`src/rtl/axi4_burst_beat_gen_if.sv`:
```
// axi4_burst_beat_gen_if: command and beat channels of the burst beat generator
interface axi4_burst_beat_gen_if #(
  parameter int ADDRESS_WIDTH = 32,
  parameter int STROBE_WIDTH  = 4,
  parameter int ID_WIDTH      = 4
);
  logic                     cmd_valid;
  logic                     cmd_ready;
  logic [ID_WIDTH-1:0]      cmd_id;
  logic [ADDRESS_WIDTH-1:0] cmd_addr;
  logic [7:0]               cmd_len;
  logic [2:0]               cmd_size;
  logic [1:0]               cmd_burst;
  logic                     beat_valid;
  logic                     beat_ready;
  logic [ADDRESS_WIDTH-1:0] beat_addr;
  logic [STROBE_WIDTH-1:0]  beat_strb;
  logic [ID_WIDTH-1:0]      beat_id;
  logic [7:0]               beat_idx;
  logic                     beat_last;
  logic                     beat_err;
  modport slave (
    input  cmd_valid, cmd_id, cmd_addr, cmd_len, cmd_size, cmd_burst, beat_ready,
    output cmd_ready, beat_valid, beat_addr, beat_strb, beat_id, beat_idx, beat_last, beat_err
  );
  modport master (
    output cmd_valid, cmd_id, cmd_addr, cmd_len, cmd_size, cmd_burst, beat_ready,
    input  cmd_ready, beat_valid, beat_addr, beat_strb, beat_id, beat_idx, beat_last, beat_err
  );
endinterface

```
`src/rtl/axi4_burst_beat_gen.sv`:
```
// axi4_burst_beat_gen: queues AXI4 address commands and expands each into per-beat address/strobe/last
module axi4_burst_beat_gen #(
  parameter int ADDRESS_WIDTH = 32,
  parameter int DATA_WIDTH    = 32,
  parameter int STROBE_WIDTH  = DATA_WIDTH / 8,
  parameter int ID_WIDTH      = 4,
  parameter int CMD_DEPTH     = 4
) (
  input  logic aclk,
  input  logic areset,
  axi4_burst_beat_gen_if.slave bus,
  output logic busy
);
  localparam int PW = $clog2(CMD_DEPTH);
  localparam int CW = PW + 1;
  localparam logic [2:0] SW_LOG = 3'($clog2(STROBE_WIDTH));
  localparam logic [ADDRESS_WIDTH-1:0] SMASK = ADDRESS_WIDTH'(STROBE_WIDTH - 1);
  typedef struct packed {
    logic [ID_WIDTH-1:0]      id;
    logic [ADDRESS_WIDTH-1:0] addr;
    logic [7:0]               len;
    logic [2:0]               size;
    logic [1:0]               burst;
  } cmd_t;
  typedef enum logic [1:0] {IDLE, LOAD, BURST} state_t;
  state_t state, nxt;
  cmd_t fifo [CMD_DEPTH];
  cmd_t c;
  logic [PW-1:0] wr_ptr, rd_ptr;
  logic [PW:0] count, count_nxt;
  logic push, pop, nonempty, valid, hs, last, err;
  logic [ADDRESS_WIDTH-1:0] cur, n, c_mask, tot, w_mask, last_byte, nxt_addr, lo, hi;
  logic [7:0] idx;
  logic [STROBE_WIDTH-1:0] strb;
  assign push      = bus.cmd_valid && bus.cmd_ready;
  assign nonempty  = count != '0;
  assign valid     = state == BURST;
  assign hs        = valid && bus.beat_ready;
  assign last      = idx == c.len;
  assign pop       = nonempty && (state == IDLE || (hs && last));
  assign count_nxt = count + CW'(push) - CW'(pop);
  assign busy      = nonempty || state != IDLE;
  always_comb begin
    n         = ADDRESS_WIDTH'(1) << c.size;
    c_mask    = n - ADDRESS_WIDTH'(1);
    tot       = (ADDRESS_WIDTH'(c.len) + ADDRESS_WIDTH'(1)) << c.size;
    w_mask    = tot - ADDRESS_WIDTH'(1);
    last_byte = (c.addr & ~c_mask) + w_mask;
    err = c.burst == 2'b11 || c.size > SW_LOG
       || (c.burst == 2'b10 && (!(c.len inside {8'd1, 8'd3, 8'd7, 8'd15}) || (c.addr & c_mask) != '0))
       || (c.burst == 2'b00 && c.len > 8'd15)
       || (c.burst == 2'b01 && ((last_byte ^ c.addr) >> 12) != '0);
    // wrap windows are power-of-two aligned, so wrapping is just keeping the low bits of cur+N
    nxt_addr = err || c.burst == 2'b00 ? cur
             : c.burst == 2'b01 ? (cur & ~c_mask) + n
             : (cur & ~w_mask) | ((cur + n) & w_mask);
    lo = cur & SMASK;
    hi = ((cur & ~c_mask) & SMASK) + c_mask;
    strb = '0;
    for (int i = 0; i < STROBE_WIDTH; i++) strb[i] = !err && ADDRESS_WIDTH'(i) >= lo && ADDRESS_WIDTH'(i) <= hi;
    nxt = state == IDLE  ? (nonempty ? LOAD : IDLE)
        : state == LOAD  ? BURST
        : state == BURST ? (hs && last ? (nonempty ? LOAD : IDLE) : BURST)
        : IDLE;
  end
  always_ff @(posedge aclk or posedge areset)
    if (areset) begin
      state         <= IDLE;
      count         <= '0;
      wr_ptr        <= '0;
      rd_ptr        <= '0;
      bus.cmd_ready <= 1'b0;
      c             <= '0;
      cur           <= '0;
      idx           <= '0;
    end else begin
      state         <= nxt;
      count         <= count_nxt;
      bus.cmd_ready <= count_nxt != CW'(CMD_DEPTH);
      if (push) wr_ptr <= wr_ptr + PW'(1);
      if (pop) begin
        rd_ptr <= rd_ptr + PW'(1);
        c      <= fifo[rd_ptr];
        cur    <= fifo[rd_ptr].addr;
        idx    <= '0;
      end else if (hs && !last) begin
        cur <= nxt_addr;
        idx <= idx + 8'd1;
      end
    end
  always_ff @(posedge aclk)
    if (push) fifo[wr_ptr] <= {bus.cmd_id, bus.cmd_addr, bus.cmd_len, bus.cmd_size, bus.cmd_burst};
  assign bus.beat_valid = valid;
  assign bus.beat_addr  = valid ? cur : '0;
  assign bus.beat_strb  = valid ? strb : '0;
  assign bus.beat_id    = valid ? c.id : '0;
  assign bus.beat_idx   = valid ? idx : '0;
  assign bus.beat_last  = valid && last;
  assign bus.beat_err   = valid && err;
endmodule

```
`src/flat_wrapper.sv`:
```
// flat-port wrapper written by rule: the top's interface ports become plain ports
module axi4_burst_beat_gen_flat 
#(
  parameter int ADDRESS_WIDTH = 32,
  parameter int DATA_WIDTH    = 32,
  parameter int STROBE_WIDTH  = DATA_WIDTH / 8,
  parameter int ID_WIDTH      = 4,
  parameter int CMD_DEPTH     = 4
)
  (aclk, areset, busy, bus_cmd_valid, bus_cmd_id, bus_cmd_addr, bus_cmd_len, bus_cmd_size, bus_cmd_burst, bus_beat_ready, bus_cmd_ready, bus_beat_valid, bus_beat_addr, bus_beat_strb, bus_beat_id, bus_beat_idx, bus_beat_last, bus_beat_err);
  axi4_burst_beat_gen_if #(.ADDRESS_WIDTH(ADDRESS_WIDTH), .STROBE_WIDTH(STROBE_WIDTH), .ID_WIDTH(ID_WIDTH)) bus_i ();
  input  logic aclk;
  input  logic areset;
  output logic busy;
  input wire logic [$bits(bus_i.cmd_valid)-1:0] bus_cmd_valid;
  input wire logic [$bits(bus_i.cmd_id)-1:0] bus_cmd_id;
  input wire logic [$bits(bus_i.cmd_addr)-1:0] bus_cmd_addr;
  input wire logic [$bits(bus_i.cmd_len)-1:0] bus_cmd_len;
  input wire logic [$bits(bus_i.cmd_size)-1:0] bus_cmd_size;
  input wire logic [$bits(bus_i.cmd_burst)-1:0] bus_cmd_burst;
  input wire logic [$bits(bus_i.beat_ready)-1:0] bus_beat_ready;
  output wire logic [$bits(bus_i.cmd_ready)-1:0] bus_cmd_ready;
  output wire logic [$bits(bus_i.beat_valid)-1:0] bus_beat_valid;
  output wire logic [$bits(bus_i.beat_addr)-1:0] bus_beat_addr;
  output wire logic [$bits(bus_i.beat_strb)-1:0] bus_beat_strb;
  output wire logic [$bits(bus_i.beat_id)-1:0] bus_beat_id;
  output wire logic [$bits(bus_i.beat_idx)-1:0] bus_beat_idx;
  output wire logic [$bits(bus_i.beat_last)-1:0] bus_beat_last;
  output wire logic [$bits(bus_i.beat_err)-1:0] bus_beat_err;
  assign bus_i.cmd_valid = bus_cmd_valid;
  assign bus_i.cmd_id = bus_cmd_id;
  assign bus_i.cmd_addr = bus_cmd_addr;
  assign bus_i.cmd_len = bus_cmd_len;
  assign bus_i.cmd_size = bus_cmd_size;
  assign bus_i.cmd_burst = bus_cmd_burst;
  assign bus_i.beat_ready = bus_beat_ready;
  assign bus_cmd_ready = bus_i.cmd_ready;
  assign bus_beat_valid = bus_i.beat_valid;
  assign bus_beat_addr = bus_i.beat_addr;
  assign bus_beat_strb = bus_i.beat_strb;
  assign bus_beat_id = bus_i.beat_id;
  assign bus_beat_idx = bus_i.beat_idx;
  assign bus_beat_last = bus_i.beat_last;
  assign bus_beat_err = bus_i.beat_err;
  axi4_burst_beat_gen #(.ADDRESS_WIDTH(ADDRESS_WIDTH), .DATA_WIDTH(DATA_WIDTH), .STROBE_WIDTH(STROBE_WIDTH), .ID_WIDTH(ID_WIDTH), .CMD_DEPTH(CMD_DEPTH)) u_core (.aclk(aclk), .areset(areset), .bus(bus_i), .busy(busy));
endmodule
```
`config.mk`:
```
export PLATFORM = sky130hd
export DESIGN_NAME = axi4_burst_beat_gen_flat
export DESIGN_NICKNAME = d
export VERILOG_FILES = /design/src/rtl/axi4_burst_beat_gen_if.sv /design/src/rtl/axi4_burst_beat_gen.sv /design/src/flat_wrapper.sv
export SDC_FILE = /design/constraint.sdc
export NUM_CORES = 1
export LEC_CHECK = 0
export ABC_AREA = 1
export BUFFER_PORTS_ARGS = -buffer_cell sky130_fd_sc_hd__buf_2
export CAP_MARGIN = 0
export CELL_PAD_IN_SITES_DETAIL_PLACEMENT = 1
export CELL_PAD_IN_SITES_GLOBAL_PLACEMENT = 1
export CORE_MARGIN = 2
export CORE_UTILIZATION = 50
export CTS_CLUSTER_DIAMETER = 50
export CTS_CLUSTER_SIZE = 40
export DETAILED_ROUTE_END_ITERATION = 8
export PLACE_DENSITY_LB_ADDON = 0.1
export RECOVER_POWER = 25
export REMOVE_ABC_BUFFERS = 1
export SYNTH_ARGS = -nofsm -noshare
export SYNTH_HDL_FRONTEND = slang
export SYNTH_SLANG_ARGS = --single-unit
```
`constraint.sdc`:
```
create_clock -name aclk -period 12.1 [get_ports aclk]
set_clock_uncertainty 0.1 [all_clocks]
set_input_delay 2.42 -clock aclk [delete_from_list [all_inputs] [get_ports aclk]]
set_output_delay 2.42 -clock aclk [all_outputs]
set_load 0.02 [all_outputs]
```
### After elaboration in Yosys (flattened, before gate mapping)

Memory sizes are Yosys's and may differ from the RTL's.
Cells that the tools add are included.

| cells by class | value |
|---|---|
| add/subtract/negate cells | 12 |
| multipliers | 0 |
| div/mod/pow operators | 0 |
| magnitude comparators | 10 |
| equality and inequality tests | 12 |
| shifts and indexed selects | 2 |
| mux-type cells | 17 |
| bitwise gates (word level) | 9 |
| reduce and logical (&&, ||, !) cells | 38 |

Operators with widths:

| cell | count |
|---|---|
| 32-bit bitwise AND | 5 |
| 32-bit 2-to-1 mux | 5 |
| 32-bit adder | 3 |
| 1-bit by 32-bit <= comparator with 1-bit output, first input constant | 2 |
| 2-bit by 32-bit <= comparator with 1-bit output, first input constant | 2 |
| 32-bit NOT | 2 |
| 32-bit nonzero test | 2 |
| 32-bit by 1-bit subtractor with 32-bit output, second input constant | 2 |
| 2-bit by 32-bit adder with 32-bit output | 1 |
| 32-bit OR | 1 |
| 1-bit by 3-bit left shift with 32-bit output, first input constant | 1 |
| 32-bit by 3-bit left shift with 32-bit output | 1 |
| 32-bit XOR | 1 |
| 8-bit 2-to-1 mux | 3 |
| 1-bit logical AND | 18 |
| 8-bit by 1-bit adder with 9-bit output, second input constant | 1 |
| 8-bit by 1-bit adder with 8-bit output, second input constant | 1 |
| 8-bit by 1-bit equality test with 1-bit output, second input constant | 1 |
| 8-bit by 2-bit equality test with 1-bit output, second input constant | 1 |
| 8-bit by 3-bit equality test with 1-bit output, second input constant | 1 |
| 8-bit by 4-bit equality test with 1-bit output, second input constant | 1 |
| 8-bit equality test | 1 |
| 8-bit by 4-bit greater-than comparator with 1-bit output, second input constant | 1 |
| 1-bit logical OR | 8 |
| other kinds (19) | 35 |

| word-level totals | value |
|---|---|
| flip-flop bits (word level) | 99 |
| bits in latches | 0 |
| bits in writable memories | 196 |
| memory bits (read-only) | 0 |
| input port bits | 53 |
| word-level logic and storage cells | 113 |
| memories kept | 1 |

Memories:

| memory | depth | bits a word | rd ports | clocked after memory_dff | wr ports | RTL line | text |
|---|---|---|---|---|---|---|---|
| u_core.fifo | 4 | 49 | 1 | 0 | 1 | axi4_burst_beat_gen.sv:27 | `cmd_t fifo [CMD_DEPTH];` |

### Longest topological paths before layout

Gate-level depths: netlist (run 1).

| logic depth | value |
|---|---|
| word-level depth | 13 |
| gate-level depth with buffers | 43 |

### Least setup slack after synthesis (run 1)

OpenSTA, ideal clock, no wires.

| timing | value |
|---|---|
| kind | register to output |
| from | register u_core.c[5] (netlist name) |
| to | output port bus_beat_strb[1] |
| data arrival time | 4.606 ns |
| required time | 9.580 ns |
| slack | 4.974 ns |
| cell stages (with the launch flop) | 36 |
| cells stage by stage | dfrtp_1 ha_1 nand2_1 inv_1 nand2_1 xor2_1 nand2_1 nand3_1 nand2_1 a21oi_2 nand2_1 nor2_1 nand3_1 nor2_2 inv_1 nor4_1 ha_1 inv_1 ha_1 a21oi_1 o21ai_0 a21oi_1 nor2_1 nor2_1 nand3b_1 nand2_1 inv_1 nor2_1 nand2_1 nor2_1 nand3_1 nand2_1 nand2_1 nor2_1 nand2_1 a21oi_1 |

| on the way | value |
|---|---|
| cells in the longest elaborated chain, start to end | 12 |

RTL lines:

| item | RTL line | text |
|---|---|---|
| 8-bit by 1-bit adder with 9-bit output, or another cell as far along | axi4_burst_beat_gen.sv:46 | `tot = (ADDRESS_WIDTH'(c.len) + ADDRESS_WIDTH'(1)) << c.size;` |
| 32-bit by 3-bit left shift with 32-bit output or 4-bit nonzero test (tied branches) | axi4_burst_beat_gen.sv:46, axi4_burst_beat_gen.sv:50 |  |
| 32-bit by 1-bit subtractor with 32-bit output or 1-bit logical NOT (tied branches) | axi4_burst_beat_gen.sv:47, axi4_burst_beat_gen.sv:50 |  |
| 32-bit adder or 1-bit logical OR (tied branches) | axi4_burst_beat_gen.sv:48, axi4_burst_beat_gen.sv:50 |  |
| 32-bit XOR or 1-bit logical AND (tied branches) | axi4_burst_beat_gen.sv:52, axi4_burst_beat_gen.sv:50 |  |
| 32-bit nonzero test or 1-bit logical OR (tied branches) | axi4_burst_beat_gen.sv:52, axi4_burst_beat_gen.sv:50 |  |
| 1-bit logical AND or 1-bit logical OR (tied branches) | axi4_burst_beat_gen.sv:52, axi4_burst_beat_gen.sv:51 |  |
| 1-bit logical OR * | axi4_burst_beat_gen.sv:52 | `\|\| (c.burst == 2'b01 && ((last_byte ^ c.addr) >> 12) != '0);` |
| 1-bit logical NOT * | axi4_burst_beat_gen.sv:60 | `for (int i = 0; i < STROBE_WIDTH; i++) strb[i] = !err && ADDRESS_WIDTH'(i) >= lo && ADDRESS_WIDTH'(i) <= hi;` |
| 1-bit logical AND * (2 in a row) | axi4_burst_beat_gen.sv:60 |  |
| 4-bit 2-to-1 mux * | axi4_burst_beat_gen.sv:95 | `assign bus.beat_strb = valid ? strb : '0;` |
| end: declaration | flat_wrapper.sv:25 | `output wire logic [$bits(bus_i.beat_strb)-1:0] bus_beat_strb;` |

Every way passes the cells marked *; elsewhere a longest branch is shown, timed or not.

### Worst setup path after layout (run 1)

| timing | value |
|---|---|
| from | register u_core.c[5] (netlist name) |
| to | output port bus_beat_strb[2] |

| on the way | value |
|---|---|
| cells in the longest elaborated chain, start to end | 12 |

RTL lines:

| item | RTL line |
|---|---|
| 8-bit by 1-bit adder with 9-bit output, or another cell as far along | axi4_burst_beat_gen.sv:46 |
| 32-bit by 3-bit left shift with 32-bit output or 4-bit nonzero test (tied branches) | axi4_burst_beat_gen.sv:46, axi4_burst_beat_gen.sv:50 |
| 32-bit by 1-bit subtractor with 32-bit output or 1-bit logical NOT (tied branches) | axi4_burst_beat_gen.sv:47, axi4_burst_beat_gen.sv:50 |
| 32-bit adder or 1-bit logical OR (tied branches) | axi4_burst_beat_gen.sv:48, axi4_burst_beat_gen.sv:50 |
| 32-bit XOR or 1-bit logical AND (tied branches) | axi4_burst_beat_gen.sv:52, axi4_burst_beat_gen.sv:50 |
| 32-bit nonzero test or 1-bit logical OR (tied branches) | axi4_burst_beat_gen.sv:52, axi4_burst_beat_gen.sv:50 |
| 1-bit logical AND or 1-bit logical OR (tied branches) | axi4_burst_beat_gen.sv:52, axi4_burst_beat_gen.sv:51 |
| 1-bit logical OR * | axi4_burst_beat_gen.sv:52 |
| 1-bit logical NOT * | axi4_burst_beat_gen.sv:60 |
| 1-bit logical AND * (2 in a row) | axi4_burst_beat_gen.sv:60 |
| 4-bit 2-to-1 mux * | axi4_burst_beat_gen.sv:95 |

Marked as above.

==> results of run 1 <==
==> cell type report <==
type | instances | area (um2)
fill | 4417 | 15470
sequential | 295 | 8364
multi-input combinational | 1686 | 8250
clock buffer | 43 | 978.4
inverter | 251 | 944.7
timing repair buffer | 121 | 593.1
tap | 461 | 576.8
clock inverter | 23 | 295.3
antenna | 2 | 5.005
==> through the flow <==
step | instances | util | total power [W]
finish | 2882 | 0.5639 | 0.005979
global route | 2880 | 0.5637 | 0.006386
CTS | 2880 | 0.5652 | 0.005947
detailed placement | 2814 | 0.5293 | 0.004738
global placement | 2814 | 0.5293 | 0.004603
floorplan | 2232 | - | 0.003599
==> logic make-up after synthesis <==
logic type,synth area share
DFF,0.4661
and+or+nand+nor,0.2755
adders and majority gates,0.04101
AOI/OAI and AO/OA,0.1128
xor gates and xnor gates,0.02824
buffers and inverters,0.07623
==> critical path: cells and delay by family (launching register included) <==
| family | cells | cell delay (ns) |
|---|---|---|
| AO/OA/AOI/OAI | 5 | 1.03 |
| XOR/XNOR | 1 | 0.18 |
| adder cells (fa/ha/maj) | 3 | 0.83 |
| buffers and inverters | 5 | 0.66 |
| flip-flops | 1 | 0.57 |
| AND/OR/NAND/NOR | 22 | 2.84 |
==> routing by layer <==
layer  track usage  part of all wire  vias to the layer above
met4       0.09443             0.023                        0
met5             0                 0                        -
li1              -                 -                     7815
met3       0.04097             0.053                       96
met1        0.4663              0.44                     8384
met2        0.5738              0.48                      499
==> power groups by stage <==
| stage | Clock [W] | Sequential, W | Combinational [W] |
|---|---|---|---|
| floorplan | 0 | 0.00155 | 0.00205 |
| global placement | 0 | 0.00154 | 0.00306 |
| detailed placement | 0 | 0.00156 | 0.00318 |
| CTS | 0.00116 | 0.00155 | 0.00324 |
| global route | 0.00119 | 0.00158 | 0.00362 |
| finish | 0.00115 | 0.00155 | 0.00328 |
==> synthesized netlist by cell type (all sizes together) <==
library cell / n
nand2: 638
nor2: 316
inv: 249
o21ai: 211
edfxtp: 196
nand3: 161
dfrtp: 99
clkbuf: 80
a21oi: 78
ha: 54
o22ai: 53
xor2: 48
nor3: 30
nand4: 25
buf: 20
nor4: 11
or2: 9
xnor2: 9
nand3b: 5
o21bai: 5
a21o: 4
o211ai: 4
a31oi: 3
and2: 3
fa: 3
o21a: 3
a211oi: 2
a221oi: 2
clkinv: 2
nor3b: 2
o221ai: 2
o31ai: 2
a21boi: 1
nor4b: 1
o2111ai: 1
==> placed cells by master, fill, tap and decap left out, types with 4 or more instances in the layout <==
cell	instances
a21o_1	4
a21oi_1	77
buf_2	63
buf_4	16
bufinv_16	4
clkbuf_1	45
clkbuf_16	37
clkinv_2	4
clkinv_4	4
dfrtp_1	98
edfxtp_1	196
ha_1	54
inv_1	242
inv_2	7
nand2_1	631
nand2_2	6
nand3_1	160
nand3b_1	5
nand4_1	25
nor2_1	305
nor2_2	6
nor2_4	5
nor3_1	29
nor4_1	11
o211ai_1	4
o21ai_0	202
o21ai_1	6
o21bai_1	4
o22ai_1	53
or2_2	8
xnor2_1	9
xor2_1	47
==> worst max-delay path by stage <==
stage,startpoint,end,slack [ns],cells after the start
final,u_core.c[5],bus_beat_strb[2],2.90,36
after global routing,u_core.c[5],bus_beat_strb[2],2.18,37
after CTS,u_core.c[5],bus_beat_strb[2],2.95,36
after detailed placement,u_core.c[5],bus_beat_strb[2],3.64,36
after global placement,u_core.c[5],bus_beat_strb[2],3.82,37
after floorplan,u_core.c[5],bus_beat_strb[1],4.84,35
==> flow_summary.yaml, run 1 <==
flow_run:
  maxCapViolations: 0
setup_path:
  cp.arrival_ns: 6.68
  critPathMostFrequentCell: "nand2_1"
  r2r-start: "u_core.c[5]"
  critPathMaxStageDelay_ns: 0.57
  r2r_slack_ns: 5.26
  crit_fanout: 10
  r2r_cells: 37
  worstSetupStartpointType: "flip-flop"
  critPathCaptureType: "primary output"
  crit_slowest_cell: "dfrtp_1"
  worstSetupPathType: "reg -> out"
  worstPathRequired_ns: 9.58
synthesis:
  yosysTopAreaCell: "edfxtp_1"
  ys_seq_area_frac: 0.4661
  ys_types: 52
  ys_top_cells_by_area: "edfxtp_1, dfrtp_1, nand2_1"
  ys_seq_elements: 295
  yosys.area.top_type_share: 0.3281
  ys_warn_count: 0
  avgSynthCellArea_um2: 7.693
  syn_area_mm2: 0.01794
  synth_cells: 2332
route:
  detailedRoute.firstPassIterationCount: 5
  wirelength_mm: 63.87
  drtIter0Drc: 1269
  wl_per_cell_um: 22.16
  antenna_left: 0
  drc_errors: 0
  vias: 16790
  viasPerCell: 5.827
timing:
  fin_crit_ns: 9.200
  setup_ws_ns: 2.900
  period_share: 0.7603
  tns_ns: 0
  worst_slew_pin_slew_ns: 1.058
  slew_headroom: 0.2948
  max_freq_ghz: 0.1087
  rsz0062_at_grt: "false"
  drv_slew: 0
  finalSetupViolations: 0
  finalHoldViolCount: 0
  timing.hold.ws_ns: 0.3826
clock_tree:
  clk_pin_slew_ns: 0.07
  cts_buffers: 36
  htreeDepth: 2
  cts_num_sinks: 295
  cts_hold_buffers: 0
  clkLatencyLatePin_ns: 0.57
  cts_setup_buffers: 0
  cts_buffer_depth: 3
  cts_resized: 0
  cts_tree: "yes"
  root_buffer: "clkbuf_16"
min_path:
  hold_start: "u_core.c[21]"
  min_to: "u_core.c[21]"
  holdCritPathClass: "reg -> reg"
  worstHoldPathCells: 2
global_routing:
  grt_max_degree: 102
  antenna_found_initial: 3
  gr-total-overflow: 0
  grt_usage: 0.3408
  grt_pass1_vias: 17250
  grt_pass1_wl_mm: 99.35
power_and_ir_drop:
  p_clk_frac: 0.192
  internal_power_w: 0.002914
  p_switching_w: 0.003064
  p_comb_frac: 0.548
  vdd_drop_max_mv: 0.1885
  leakage_nw: 9.090
  power.density_mw_per_mm2: 298.8
  power_frac_seq: 0.259
  p_sw_frac: 0.5125
cells_and_area:
  syn2layout_area_growth_pct: 11.52
  final_area_mm2: 0.02001
  final_nets: 2501
  drive_gt1_frac: 0.07648
place:
  place_congestion: 0.9390
  io_buffers: 105
  post-dp-hpwl_mm: 45.52
  dpl_cell_area_mm2: 0.01878
  dpl_worst_slack_ns: 3.642
die:
  num_rows: 69
  chipWidth_um: 193.4
  ios: 106
  die-area_mm2: 0.03741
  start_util: 0.5056
  core_area_mm2: 0.03548
  chipHeight_um: 193.4
run_status:
  status: "finished clean"
Note: power is estimated with default switching activity, not from simulation.
==> inputs of run 2 (changes only) <==
- ABC_AREA: 1 -> 0
- CORE_UTILIZATION: 50 -> 44
- clock period: 12.1 -> 7.5 ns (I/O delays scaled with it)
==> run 2 against run 1 <==
Net effect: the flow now finishes with violations (max-capacitance violations, max-slew violations, negative setup slack); sequential power rose by 75%; non-clock buffer count rose by 183; die area increased by 12%; critical path depth decreased by 15; critical path type unchanged; critical endpoint is now bus_beat_strb[0]; highest routed layer unchanged.
==> flow_summary.yaml, run 2 <==
route:
  drtIter0Drc: 1175
  viasPerCell: 5.962
  vias: 14950
  wirelength_mm: 61.83
  antenna_left: 0
  drc_errors: 0
  detailedRoute.firstPassIterationCount: 5
  wl_per_cell_um: 24.65
global_routing:
  grt_pass1_vias: 15520
  grt_max_degree: 74
  grt_usage: 0.2983
  gr-total-overflow: 0
  grt_pass1_wl_mm: 94.01
  antenna_found_initial: 1
clock_tree:
  cts_hold_buffers: 0
  cts_num_sinks: 295
  clkLatencyLatePin_ns: 0.56
  cts_buffers: 34
  cts_tree: "yes"
  htreeDepth: 2
  cts_buffer_depth: 3
  clk_pin_slew_ns: 0.07
  root_buffer: "clkbuf_16"
synthesis:
  avgSynthCellArea_um2: 10.19
  ys_warn_count: 0
  yosys.area.top_type_share: 0.3334
  synth_fa_ha_area_frac: 0.04167
  ys_top_cells_by_area: "edfxtp_1, dfrtp_1, mux4_2"
  synth_top_family_by_area: "simple AND/OR/NAND/NOR gates"
  synth_cells: 1733
  ys_seq_area_frac: 0.4737
  synth_compound_area_frac: 0.1481
  async_reset_ff_frac: 0.3356
  yosysTopAreaCell: "edfxtp_1"
  synth-xor-area-share: 0.04018
  yosysMostFrequentCell: "nand2_1"
  netlist_top_cells_count: "nand2_1, edfxtp_1, nor2_1, a21oi_1, dfrtp_1"
  ys_types: 81
  ys_seq_elements: 295
  ys.flop_type: "edfxtp_1"
  syn_area_mm2: 0.01765
  synth_mux_area_frac: 0.08065
  synthSimpleGateAreaFrac: 0.1785
  synth_edf_count: 196
power_and_ir_drop:
  p_sw_frac: 0.4783
  leakage_nw: 8.561
  power.density_mw_per_mm2: 525.5
  power_frac_seq: 0.239
  vdd_drop_max_mv: 0.2634
  p_clk_frac: 0.150
  p_total_w: 0.01132
  p_switching_w: 0.005413
  p_comb_frac: 0.611
  internal_power_w: 0.005904
die:
  core_area_mm2: 0.03964
  start_util: 0.4454
  chipHeight_um: 204.3
  ios: 106
  chipWidth_um: 204.3
  die-area_mm2: 0.04174
  num_rows: 73
min_path:
  holdCritPathClass: "reg -> reg"
setup_path:
  worstPathRequired_ns: 5.90
  critPathMostFrequentCell: "nand4_1"
  cp.arrival_ns: 6.48
  critical_path.cell_chain: "ha_4 -> and2_4 -> or3_4 -> a311o_1 -> o31a_1 -> or4_4 -> nor4_4 -> xor2_1 -> ha_1 -> nand4_1 -> nor2_2 -> nand4_1 -> and4_1 -> a22o_1 -> a2111oi_4 -> nand4_1 -> o41ai_2 -> buf_4 -> nand4_1 -> nor3_2 -> buf_2"
  crit_fanout: 5
  r2r_slack_ns: 0.25
  critPathMaxStageDelay_ns: 0.58
  crit_buf_inv: 2
  worstSetupStartpointType: "flip-flop"
  critPathTopFamily: "simple AND/OR/NAND/NOR gates"
  worstSetupPathType: "reg -> out"
  crit_slowest_cell: "or4_4"
  critPathCaptureType: "primary output"
timing:
  fin_crit_ns: 8.079
  drv_slew: 28
  max_freq_ghz: 0.1238
  rsz0062_at_grt: "true"
  setup_ws_ns: -0.5792
  finalSetupViolations: 5
  tns_ns: -2.632
  slew_headroom: -0.02290
  period_share: 1.077
  finalHoldViolCount: 0
  worst_slew_pin_slew_ns: 1.526
flow_run:
  maxCapViolations: 1
place:
  io_buffers: 105
  place_congestion: 0.9634
  post-dp-hpwl_mm: 45.04
cells_and_area:
  final_nets: 2067
  num_antenna_cells: 0
  layout_commonest_cell: "nand2_1"
  drive_gt1_frac: 0.2496
  final_cell_mix: "nand2_1, edfxtp_1, buf_4, nor2_1, dfrtp_1"
  syn2layout_area_growth_pct: 21.98
run_status:
  violations: "max-capacitance violations, max-slew violations, negative setup slack"
  status: "finished with violations"
run 2: cell types whose count changed in the layout (fill, tap and decap cells not counted), moves of 41 or more:
cell     before  now
nand3_1     160   51
o21ai_0     202   86
buf_4        16  194
mux4_2        0   41
and2_1        3   57
nand2_1     631  222
inv_1       242   47
nor2_1      305  127
run 2: worst paths after layout:
| path | from | end | depth (start not counted) |
|---|---|---|---|
| worst max-delay path | u_core.c[6] | bus_beat_strb[0] | 21 |
| worst min-delay path | u_core.c[47] | u_core.c[47] | 2 |
| worst max register to register | u_core.c[6] | flip-flop | 31 |
| worst min register to register | u_core.c[47] | u_core.c[47] | 2 |
| max in group asynchronous | areset | u_core.c[31] | 3 |
| min in group asynchronous | areset | u_core.state[1] | 2 |
run 2: layer usage:
metal	GRT usage	wire length (um)
met1	0.4250	28450
met2	0.4706	28200
met3	0.04592	3524
met4	0.08903	1659
met5	0	0
run 2: power by group through the flow:
stage / sequential, W / combinational (W) / clock (W)
after floorplan: 0.00266 / 0.00371 / 0
after global placement: 0.00268 / 0.00609 / 0
after detailed placement: 0.00271 / 0.00620 / 0
after CTS: 0.00268 / 0.00651 / 0.00174
after global routing: 0.00275 / 0.00746 / 0.00179
final: 0.00271 / 0.00692 / 0.00169
run 2: layout make-up:
class / instances / area, um2
Clock buffer: 36 / 879.6
Multi-Input combinational cell: 1272 / 9120
Timing Repair Buffer: 304 / 2034
Fill cell: 4397 / 18110
Clock inverter: 26 / 284.0
Tap cell: 525 / 656.9
Inverter: 50 / 188.9
Sequential cell: 295 / 8371
run 2: repair_timing:
action / 4_1_cts / 5_1_grt
pin swaps: 28 / 24
setup endpoints to repair: 5 / 37
resized for setup: 65 / 55
setup buffers: 44 / 22
run 2: tightest hold or removal path: stages (launching register included):
cell and delay (ns):
dfrtp_1 0.34, nand2_1 0.05, nand2_1 0.06
run 2: stage by stage:
step           cells  setup slack, ns  hold WS, ns  area, um2  utilization
4_1_cts         2491          -0.5549       0.3809      21200       0.5347
5_1_grt         2508          -0.8801       0.4061      21530       0.5432
3_5_place_dp    2385          -0.3267       0.3625      19450       0.4908
6_report        2508          -0.5792       0.3761      21530       0.5432
3_3_place_gp    2385          -0.2790       0.3491      19450       0.4908
2_1_floorplan   1617          -0.7282       0.3374      17190            -
run 2: kinds of logic after synthesis:
kind of cell	count (synthesis)
compound gates	400
xor+xnor	81
fa+ha+maj	57
buf+inv	166
flops	295
mux	88
simple gates	646
==> inputs of run 3 (changes only) <==
- RECOVER_POWER: 25 -> not set
==> run 3 against run 2 <==
Net effect: the run ends with negative setup slack left; global-route usage unchanged; routed wire length down 0.11%; design area up 0.30%; clock power about the same; sequential cell count unchanged.
==> flow_summary.yaml, run 3 (same netlist as run 2, synthesis figures left out) <==
route:
  wl_per_cell_um: 24.60
  drc_errors: 0
  vias: 14930
  viasPerCell: 5.947
  drtIter0Drc: 1200
  wirelength_mm: 61.77
  antenna_left: 0
  detailedRoute.firstPassIterationCount: 5
clock_tree:
  cts_tree: "yes"
  cts_num_sinks: 295
  htreeDepth: 2
  root_buffer: "clkbuf_16"
  cts_buffer_depth: 3
  cts_hold_buffers: 0
  clkLatencyLatePin_ns: 0.56
  clk_pin_slew_ns: 0.07
  cts_buffers: 34
setup_path:
  worstSetupStartpointType: "flip-flop"
  crit_fanout: 5
  critPathTopFamily: "simple AND/OR/NAND/NOR gates"
  r2r_cells: 31
  crit_buf_inv: 2
  critPathMostFrequentCell: "nand4_1"
  worstPathRequired_ns: 5.90
  worstSetupPathType: "reg -> out"
  cp.arrival_ns: 6.49
  crit_slowest_cell: "or4_4"
  critPathMaxStageDelay_ns: 0.58
  critical_path.cell_chain: "ha_4 -> and2_4 -> or3_4 -> a311o_1 -> o31a_1 -> or4_4 -> nor4_4 -> xor2_1 -> ha_1 -> nand4_1 -> nor2_2 -> nand4_1 -> and4_1 -> a22o_1 -> a2111oi_4 -> nand4_1 -> o41ai_2 -> buf_4 -> nand4_1 -> nor3_2 -> buf_2"
  r2r_slack_ns: 0.25
  critPathCaptureType: "primary output"
  critical_path_cell_count: 21
  r2r-start: "u_core.c[6]"
min_path:
  worstHoldPathCells: 2
  min_to: "u_core.c[47]"
  hold_start: "u_core.c[47]"
  holdCritPathClass: "reg -> reg"
run_status:
  status: "finished with violations"
  violations: "negative setup slack"
global_routing:
  grt_pass1_vias: 15520
  busiest_layer: "met2"
  grt_usage: 0.2983
  grt_pass1_wl_mm: 94.01
  use_met3: 0.04592
  grt_util_met2: 0.4706
  antenna_found_initial: 4
  grt_max_degree: 74
  use_met1: 0.4250
  gr-total-overflow: 0
timing:
  finalSetupViolations: 5
  rsz0062_at_grt: "true"
  max_freq_ghz: 0.1237
  setup_ws_ns: -0.5851
  period_share: 1.078
  slew_headroom: 0.3141
  drv_slew: 0
  timing.hold.ws_ns: 0.3763
  fin_crit_ns: 8.085
  finalHoldViolCount: 0
  worst_slew_pin_slew_ns: 1.029
cells_and_area:
  layout_commonest_cell: "nand2_1"
  regArea_mm2: 0.008371
  multi_input_area_mm2: 0.009120
  final_nets: 2067
  nFillCells: 4379
  final_cell_mix: "nand2_1, edfxtp_1, buf_4, nor2_1, buf_2"
  final_area_mm2: 0.02160
  final_core_util: 0.5449
  syn2layout_area_growth_pct: 22.34
  drive_gt1_frac: 0.2718
die:
  chipWidth_um: 204.3
  ios: 106
  num_rows: 73
  start_util: 0.4454
  chipHeight_um: 204.3
  core_area_mm2: 0.03964
  die-area_mm2: 0.04174
place:
  place_congestion: 0.9634
  dpl_worst_slack_ns: -0.3267
  dpl_cell_area_mm2: 0.01945
  io_buffers: 105
  post-dp-hpwl_mm: 45.04
power_and_ir_drop:
  vdd_drop_max_mv: 0.2637
  leakage_nw: 8.687
  power.density_mw_per_mm2: 524.3
flow_run:
  maxCapViolations: 0
## run 3: cell types whose count changed in the layout (fill, tap and decap cells not counted)
| cell | change |
|---|---|
| inv_4 | +1 |
| diode_2 | +3 |
| clkinvlp_2 | -1 |
| clkbuf_1 | -44 |
| buf_2 | +44 |
## run 3: cell type report
class | count | area share
Inverter | 50 | 0.008805
Clock buffer | 36 | 0.04073
Antenna cell | 3 | 0.0003476
Tap cell | 525 | 0.03041
Sequential cell | 295 | 0.3876
Timing Repair Buffer | 304 | 0.09674
Clock inverter | 26 | 0.01315
Multi-Input combinational cell | 1272 | 0.4223
## run 3: worst max path at each step
stage	startpoint	end	slack [ns]
after floorplan	u_core.c[5]	bus_beat_strb[2]	-0.73
after global placement	u_core.c[5]	bus_beat_strb[2]	-0.28
after detailed placement	u_core.c[5]	bus_beat_strb[2]	-0.33
after CTS	u_core.c[6]	bus_beat_strb[0]	-0.55
after global routing	u_core.c[6]	bus_beat_strb[1]	-0.88
final	u_core.c[6]	bus_beat_strb[0]	-0.59
## run 3: metrics by stage
stage	total power (W)	TNS [ns]	instances
after floorplan	0.006373	-2.685	1617
after global placement	0.008771	-0.9043	2385
after detailed placement	0.008910	-1.183	2385
after CTS	0.01093	-4.693	2491
after global routing	0.01201	-4.151	2508
final	0.01132	-2.663	2511
## run 3: timing repair
action	in CTS	in global routing
endpoints found under the setup margin	5	37
gates resized for setup	65	55
pin swaps	28	24
setup buffers	44	22
## run 3: worst min-delay path, stage by stage, from the launching register on
cell,delay [ns]
dfrtp_1,0.34
nand2_1,0.05
nand2_1,0.06
## run 3: metal layers
| layer | routed length [um] | vias up |
|---|---|---|
| met1 | 28730 | 7551 |
| met2 | 28210 | 424 |
| met4 | 1640 | 2 |
| met3 | 3173 | 96 |
| met5 | 13 | - |
| li1 | - | 6859 |
## run 3: power breakdown
part           switching, W  internal [W]  total (W)  leakage, nW
registers          0.000492       0.00221    0.00271         3.02
logic               0.00416       0.00276    0.00692         5.11
clock network      0.000761      0.000935    0.00170        0.560
total               0.00542       0.00591     0.0113         8.69
